`src/rtl/ps2_keycode_decoder_if.sv`:
```
// Keyboard-side signals of the PS/2 keycode decoder.
// The master drives the PS/2 lines and the slave returns the decoded key state.
interface ps2_keycode_decoder_if;
    logic       ps2_clk;
    logic       ps2_data;
    logic [7:0] keycode;
    logic       key_event;
    logic       frame_err;

    modport master (
        output ps2_clk,
        output ps2_data,
        input  keycode,
        input  key_event,
        input  frame_err
    );

    modport slave (
        input  ps2_clk,
        input  ps2_data,
        output keycode,
        output key_event,
        output frame_err
    );
endinterface

```
`src/rtl/ps2_keycode_decoder.sv`:
```
// PS/2 set-2 frame receiver with a watchdog, plus a scan-code to HID usage
// translator that tracks the most recently pressed mapped key.
module ps2_keycode_decoder #(
    parameter int unsigned TIMEOUT_CYCLES = 50000
) (
    input  logic                  Clk,
    input  logic                  Reset,
    ps2_keycode_decoder_if.slave  bus
);

    localparam int unsigned WDOG_W = 16;
    localparam int unsigned CNT_W  = 3;

    typedef enum logic [1:0] {
        S_IDLE   = 2'd0,
        S_DATA   = 2'd1,
        S_PARITY = 2'd2,
        S_STOP   = 2'd3
    } state_e;

    // Scan code (with extended prefix) to HID usage; 8'h00 means unmapped.
    function automatic logic [7:0] translate(input logic ext, input logic [7:0] code);
        logic [7:0] usage;
        case ({ext, code})
            9'h01C:  usage = 8'h04;
            9'h023:  usage = 8'h07;
            9'h01D:  usage = 8'h1A;
            9'h01B:  usage = 8'h16;
            9'h029:  usage = 8'h2C;
            9'h05A:  usage = 8'h28;
            9'h076:  usage = 8'h29;
            9'h16B:  usage = 8'h50;
            9'h174:  usage = 8'h4F;
            9'h175:  usage = 8'h52;
            9'h172:  usage = 8'h51;
            default: usage = 8'h00;
        endcase
        return usage;
    endfunction

    logic [1:0]        clk_sync_q;
    logic [1:0]        dat_sync_q;
    logic              clk_prev_q;
    state_e            state_q,     state_d;
    logic [7:0]        shift_q,     shift_d;
    logic [CNT_W-1:0]  bit_cnt_q,   bit_cnt_d;
    logic              parity_q,    parity_d;
    logic [WDOG_W-1:0] wdog_q,      wdog_d;
    logic [7:0]        byte_q,      byte_d;
    logic              byte_vld_q,  byte_vld_d;
    logic              ext_q,       ext_d;
    logic              brk_q,       brk_d;
    logic [7:0]        keycode_q,   keycode_d;
    logic              key_event_q, key_event_d;
    logic              frame_err_q, frame_err_d;

    logic              fall_c;
    logic              ps2_dat_c;
    logic [7:0]        usage_c;

    // Two-flop synchronizers; lines idle high so reset to 1 to avoid a false edge.
    always_ff @(posedge Clk or posedge Reset) begin
        if (Reset) begin
            clk_sync_q <= 2'b11;
            dat_sync_q <= 2'b11;
            clk_prev_q <= 1'b1;
        end else begin
            clk_sync_q <= {clk_sync_q[0], bus.ps2_clk};
            dat_sync_q <= {dat_sync_q[0], bus.ps2_data};
            clk_prev_q <= clk_sync_q[1];
        end
    end

    assign fall_c    = clk_prev_q & ~clk_sync_q[1];
    assign ps2_dat_c = dat_sync_q[1];
    assign usage_c   = translate(ext_q, byte_q);

    always_ff @(posedge Clk or posedge Reset) begin
        if (Reset) begin
            state_q     <= S_IDLE;
            shift_q     <= '0;
            bit_cnt_q   <= '0;
            parity_q    <= 1'b0;
            wdog_q      <= '0;
            byte_q      <= '0;
            byte_vld_q  <= 1'b0;
            ext_q       <= 1'b0;
            brk_q       <= 1'b0;
            keycode_q   <= 8'h00;
            key_event_q <= 1'b0;
            frame_err_q <= 1'b0;
        end else begin
            state_q     <= state_d;
            shift_q     <= shift_d;
            bit_cnt_q   <= bit_cnt_d;
            parity_q    <= parity_d;
            wdog_q      <= wdog_d;
            byte_q      <= byte_d;
            byte_vld_q  <= byte_vld_d;
            ext_q       <= ext_d;
            brk_q       <= brk_d;
            keycode_q   <= keycode_d;
            key_event_q <= key_event_d;
            frame_err_q <= frame_err_d;
        end
    end

    always_comb begin
        state_d     = state_q;
        shift_d     = shift_q;
        bit_cnt_d   = bit_cnt_q;
        parity_d    = parity_q;
        wdog_d      = wdog_q;
        byte_d      = byte_q;
        byte_vld_d  = 1'b0;
        ext_d       = ext_q;
        brk_d       = brk_q;
        keycode_d   = keycode_q;
        key_event_d = 1'b0;
        frame_err_d = 1'b0;

        if (state_q == S_IDLE || fall_c) begin
            wdog_d = '0;
        end else begin
            wdog_d = wdog_q + WDOG_W'(1);
        end

        // Frame reception: one transition per PS/2 falling edge.
        if (fall_c) begin
            case (state_q)
                S_IDLE: begin
                    if (!ps2_dat_c) begin
                        state_d   = S_DATA;
                        bit_cnt_d = '0;
                    end
                end
                S_DATA: begin
                    shift_d   = {ps2_dat_c, shift_q[7:1]};
                    bit_cnt_d = bit_cnt_q + CNT_W'(1);
                    if (bit_cnt_q == CNT_W'(7)) begin
                        state_d = S_PARITY;
                    end
                end
                S_PARITY: begin
                    parity_d = ps2_dat_c;
                    state_d  = S_STOP;
                end
                S_STOP: begin
                    state_d = S_IDLE;
                    if (ps2_dat_c && (^{shift_q, parity_q})) begin
                        byte_d     = shift_q;
                        byte_vld_d = 1'b1;
                    end else begin
                        frame_err_d = 1'b1;
                    end
                end
                default: state_d = S_IDLE;
            endcase
        end else if (state_q != S_IDLE && wdog_q >= WDOG_W'(TIMEOUT_CYCLES)) begin
            state_d     = S_IDLE;
            shift_d     = '0;
            bit_cnt_d   = '0;
            parity_d    = 1'b0;
            frame_err_d = 1'b1;
        end

        // Byte decode runs the cycle after an accepted stop bit.
        if (byte_vld_q) begin
            if (byte_q == 8'hE0) begin
                ext_d = 1'b1;
            end else if (byte_q == 8'hF0) begin
                brk_d = 1'b1;
            end else begin
                if (usage_c != 8'h00) begin
                    key_event_d = 1'b1;
                    if (!brk_q) begin
                        keycode_d = usage_c;
                    end else if (keycode_q == usage_c) begin
                        keycode_d = 8'h00;
                    end
                end
                ext_d = 1'b0;
                brk_d = 1'b0;
            end
        end

        if (frame_err_d) begin
            ext_d = 1'b0;
            brk_d = 1'b0;
        end
    end

    assign bus.keycode   = keycode_q;
    assign bus.key_event = key_event_q;
    assign bus.frame_err = frame_err_q;

endmodule

```
`src/flat_wrapper.sv`:
```
// flat-port wrapper written by rule: the top's interface ports become plain ports
module ps2_keycode_decoder_flat 
#(
    parameter int unsigned TIMEOUT_CYCLES = 50000
)
  (Clk, Reset, bus_ps2_clk, bus_ps2_data, bus_keycode, bus_key_event, bus_frame_err);
  ps2_keycode_decoder_if bus_i ();
  input  logic Clk;
  input  logic Reset;
  input wire logic [$bits(bus_i.ps2_clk)-1:0] bus_ps2_clk;
  input wire logic [$bits(bus_i.ps2_data)-1:0] bus_ps2_data;
  output wire logic [$bits(bus_i.keycode)-1:0] bus_keycode;
  output wire logic [$bits(bus_i.key_event)-1:0] bus_key_event;
  output wire logic [$bits(bus_i.frame_err)-1:0] bus_frame_err;
  assign bus_i.ps2_clk = bus_ps2_clk;
  assign bus_i.ps2_data = bus_ps2_data;
  assign bus_keycode = bus_i.keycode;
  assign bus_key_event = bus_i.key_event;
  assign bus_frame_err = bus_i.frame_err;
  ps2_keycode_decoder #(.TIMEOUT_CYCLES(TIMEOUT_CYCLES)) u_core (.Clk(Clk), .Reset(Reset), .bus(bus_i));
endmodule
```
`config.mk`:
```
export PLATFORM = sky130hd
export DESIGN_NAME = ps2_keycode_decoder_flat
export DESIGN_NICKNAME = d
export VERILOG_FILES = /design/src/rtl/ps2_keycode_decoder_if.sv /design/src/rtl/ps2_keycode_decoder.sv /design/src/flat_wrapper.sv
export SDC_FILE = /design/constraint.sdc
export NUM_CORES = 1
export LEC_CHECK = 0
export CAP_MARGIN = 15
export CORE_MARGIN = 2
export CORE_UTILIZATION = 47
export CTS_BUF_LIST = sky130_fd_sc_hd__clkbuf_4
export DETAILED_ROUTE_END_ITERATION = 7
export GPL_TIMING_DRIVEN = 0
export PLACE_DENSITY = 0.62
export SLEW_MARGIN = 20
export SYNTH_ARGS = -nofsm -noshare
export SYNTH_HDL_FRONTEND = slang
export SYNTH_SLANG_ARGS = --single-unit
```
`constraint.sdc`:
```
create_clock -name Clk -period 5.1 [get_ports Clk]
set_input_delay 1.02 -clock Clk [delete_from_list [all_inputs] [get_ports Clk]]
set_output_delay 1.02 -clock Clk [all_outputs]
set_load 0.03 [all_outputs]
```
==> impl_metrics.json <==
{
  "slew_viol_final": 0,
  "grt_max_degree": 56,
  "hold_path_class": "reg2reg",
  "synth_area_leaders": "dfrtp_1 42%, nand2_1 4.9%, dfstp_2 4.4%, ha_1 3.8%, xor2_1 3.3%",
  "post-synth-top-count-cell": "dfrtp_1",
  "p_leak_nw": 1.35,
  "die-width_um": 83.4,
  "hold_start": "u_core.clk_sync_q[0]",
  "drtIter0Drc": 128,
  "gp_congestion": 0.861,
  "r2r_start": "u_core.byte_q[1]",
  "ant_nets": 0,
  "post_cts_buffers": 0,
  "ys_ff_latch": 55,
  "yosys.area.top_type": "dfrtp_1",
  "crit_fanout": 10,
  "synth_nets": 321,
  "row_count": 28,
  "critical_path.cell_chain": "nor4bb_1 > nor4b_1 > nor4_1 > xor2_1 > o21ai_1 > nor4_4 > o211ai_1",
  "finClkSkew_ps": 20.4,
  "cts.clk_slew.worst_paths_ps": 170,
  "antenna_found_initial": 0,
  "period_share": 0.559,
  "setup_viol": 0,
  "ctsResizeCount": 0,
  "first_pass_iters": 5,
  "ys.warnings.count": 0,
  "place_ws_ps": 2340,
  "ir_drop_uv": 235,
  "initial_utilization": 0.495,
  "fill_cells": 555,
  "holdWs_ps": 371,
  "gr-usage-all-layers": 0.173,
  "crit_buf_inv": 0,
  "num-nets-final": 340,
  "critPathSlowestCell": "nor4b_1",
  "synth.distinct_cells": 59,
  "synth_ff_type": "dfrtp_1",
  "cp_top_family": "simple AND/OR/NAND/NOR gates",
  "dieArea_mm2": 0.00696,
  "area_growth_pct": 9.24,
  "grt_overflow": 0,
  "drc": 0,
  "port_buffers": 12,
  "die_y_um": 83.4,
  "grt_pass1_wl_mm": 9.94,
  "syn_inst": 308,
  "drive_gt1_frac": 0.104,
  "h-tree-depth": 2,
  "arrival_ps": 3120,
  "status": "complete, no violations",
  "fp.coreArea_mm2": 0.00599,
  "grt_pass1_vias": 2123,
  "cts-root-buf": "clkbuf_4",
  "wl_mm": 5.60,
  "dp_hpwl_mm": 4.01,
  "netlist.area_leader.share": 0.422,
  "synth-seq-area-share": 0.466,
  "ctsHoldBuffers": 0,
  "fin_ws_ps": 2250,
  "slew_headroom": 0.496,
  "fin_crit_ps": 2850,
  "seq_area_mm2": 0.00138,
  "p_per_area_mw_per_mm2": 266,
  "worstSkewPairLatency_ps": 390,
  "io_pins": 14,
  "start_kind": "flop",
  "required_ps": 5370,
  "max_stage_delay_ps": 670,
  "hold_violations": 0,
  "drt-vias-per-instance": 5.49,
  "cts_sinks": 55,
  "cts_buffers": 5,
  "vias": 2212,
  "crit_type": "reg2reg",
  "synth_edf_count": 0,
  "synthTopCellsByCount": "50 x dfrtp_1, 39 x nand2_1, 24 x nor2_1",
  "diodes": 0,
  "syn_avg_cell_area_um2": 9.62,
  "rsz0062_at_grt": "no",
  "tritoncts": "built",
  "crit_path_start": "u_core.byte_q[1]",
  "setup_tns_ps": 0,
  "max_cap_viol_count": 0,
  "ctsLongestPathBuffers": 2,
  "clock.fmax_ghz": 0.351,
  "routedWlPerCell_um": 13.9,
  "endpoint_kind": "flop",
  "ys_async_sr_fraction": 1.00,
  "syn-cell-area_mm2": 0.00296,
  "worst_slew_pin_slew_ps": 745,
  "multi_input_area_mm2": 0.00147
}
## cells in the final DEF (no fill, tap or decap), types with 9 or more instances in the layout
master,count
dfrtp_1,50
o21ai_0,19
nand3_1,10
ha_1,9
xor2_1,11
nand2_1,39
inv_1,15
nor2_1,24
clkdlybuf4s50_1,12
## per-stage QoR
step	instance area, um2	utilization	total power, mW	cells
after floorplan	2960	-	0.634	308
after detailed placement	3180	0.531	0.670	395
final	3240	0.541	0.862	403
after global routing	3240	0.541	0.914	403
after CTS	3240	0.541	0.874	403
after global placement	3180	0.530	0.666	395
## worst register-to-register path: stages, from the launching register on
cell,delay (ps)
dfrtp_1,530
nor4bb_1,440
nor4b_1,670
nor4_1,170
xor2_1,190
o21ai_1,120
nor4_4,450
o211ai_1,170
## state kept, by name (all words and copies together), names as in the netlist
signal,count
u_core.byte_q,8
u_core.brk_q,1
u_core.bus.key_event,1
u_core.bus.frame_err,1
u_core.state_q,2
u_core.bus.keycode,7
u_core.ext_q,1
u_core.clk_sync_q,2
u_core.parity_q,1
u_core.clk_prev_q,1
u_core.dat_sync_q,2
u_core.shift_q,8
u_core.byte_vld_q,1
u_core.bit_cnt_q,3
u_core.wdog_q,16
## kinds of logic after synthesis
family	after synthesis	share of synthesized area
AOI/OAI and AO/OA	59	0.128
xor gates and xnor gates	20	0.0637
adders and majority gates	9	0.0380
buffers and inverters	27	0.0388
DFF	55	0.466
muxes	9	0.0338
other	1	0.00127
and+or+nand+nor	128	0.230
## power by group
group	internal [mW]	leakage [nW]	switching, mW
combinational	0.0763	0.568	0.0827
sequential	0.468	0.746	0.0319
clock	0.0602	0.0337	0.143
## area by class of cell
| class | instances | share of cell area |
|---|---|---|
| multi-input cells | 226 | 0.453 |
| flip-flops and latches | 55 | 0.427 |
| repair buffers | 12 | 0.0371 |
| well taps | 75 | 0.0290 |
| inverters | 16 | 0.0193 |
| plain buffers | 11 | 0.0170 |
| clock buffers | 6 | 0.0139 |
| clock inverters | 2 | 0.00386 |
## layer usage
| layer | vias up | GRT usage | wire length, um |
|---|---|---|---|
| met4 | 0 | 0.0616 | 78 |
| met1 | 1052 | 0.249 | 2810 |
| met2 | 31 | 0.270 | 2560 |
| li1 | 1123 | - | - |
| met5 | - | 0 | 0 |
| met3 | 6 | 0.0239 | 146 |
## worst paths after layout
check | to | slack, ps | depth (start not counted)
worst max register to register | u_core.bus.keycode[0] | 2250 | 7
worst min register to register | u_core.clk_sync_q[1] | 370 | 0
worst max-delay path | u_core.bus.keycode[0] | 2250 | 7
worst min-delay path | u_core.clk_sync_q[1] | 370 | 0
min in group asynchronous | u_core.byte_q[4] | 1070 | 2
max in group asynchronous | u_core.bit_cnt_q[1] | 3580 | 2
(Power assumes the default switching activity.)
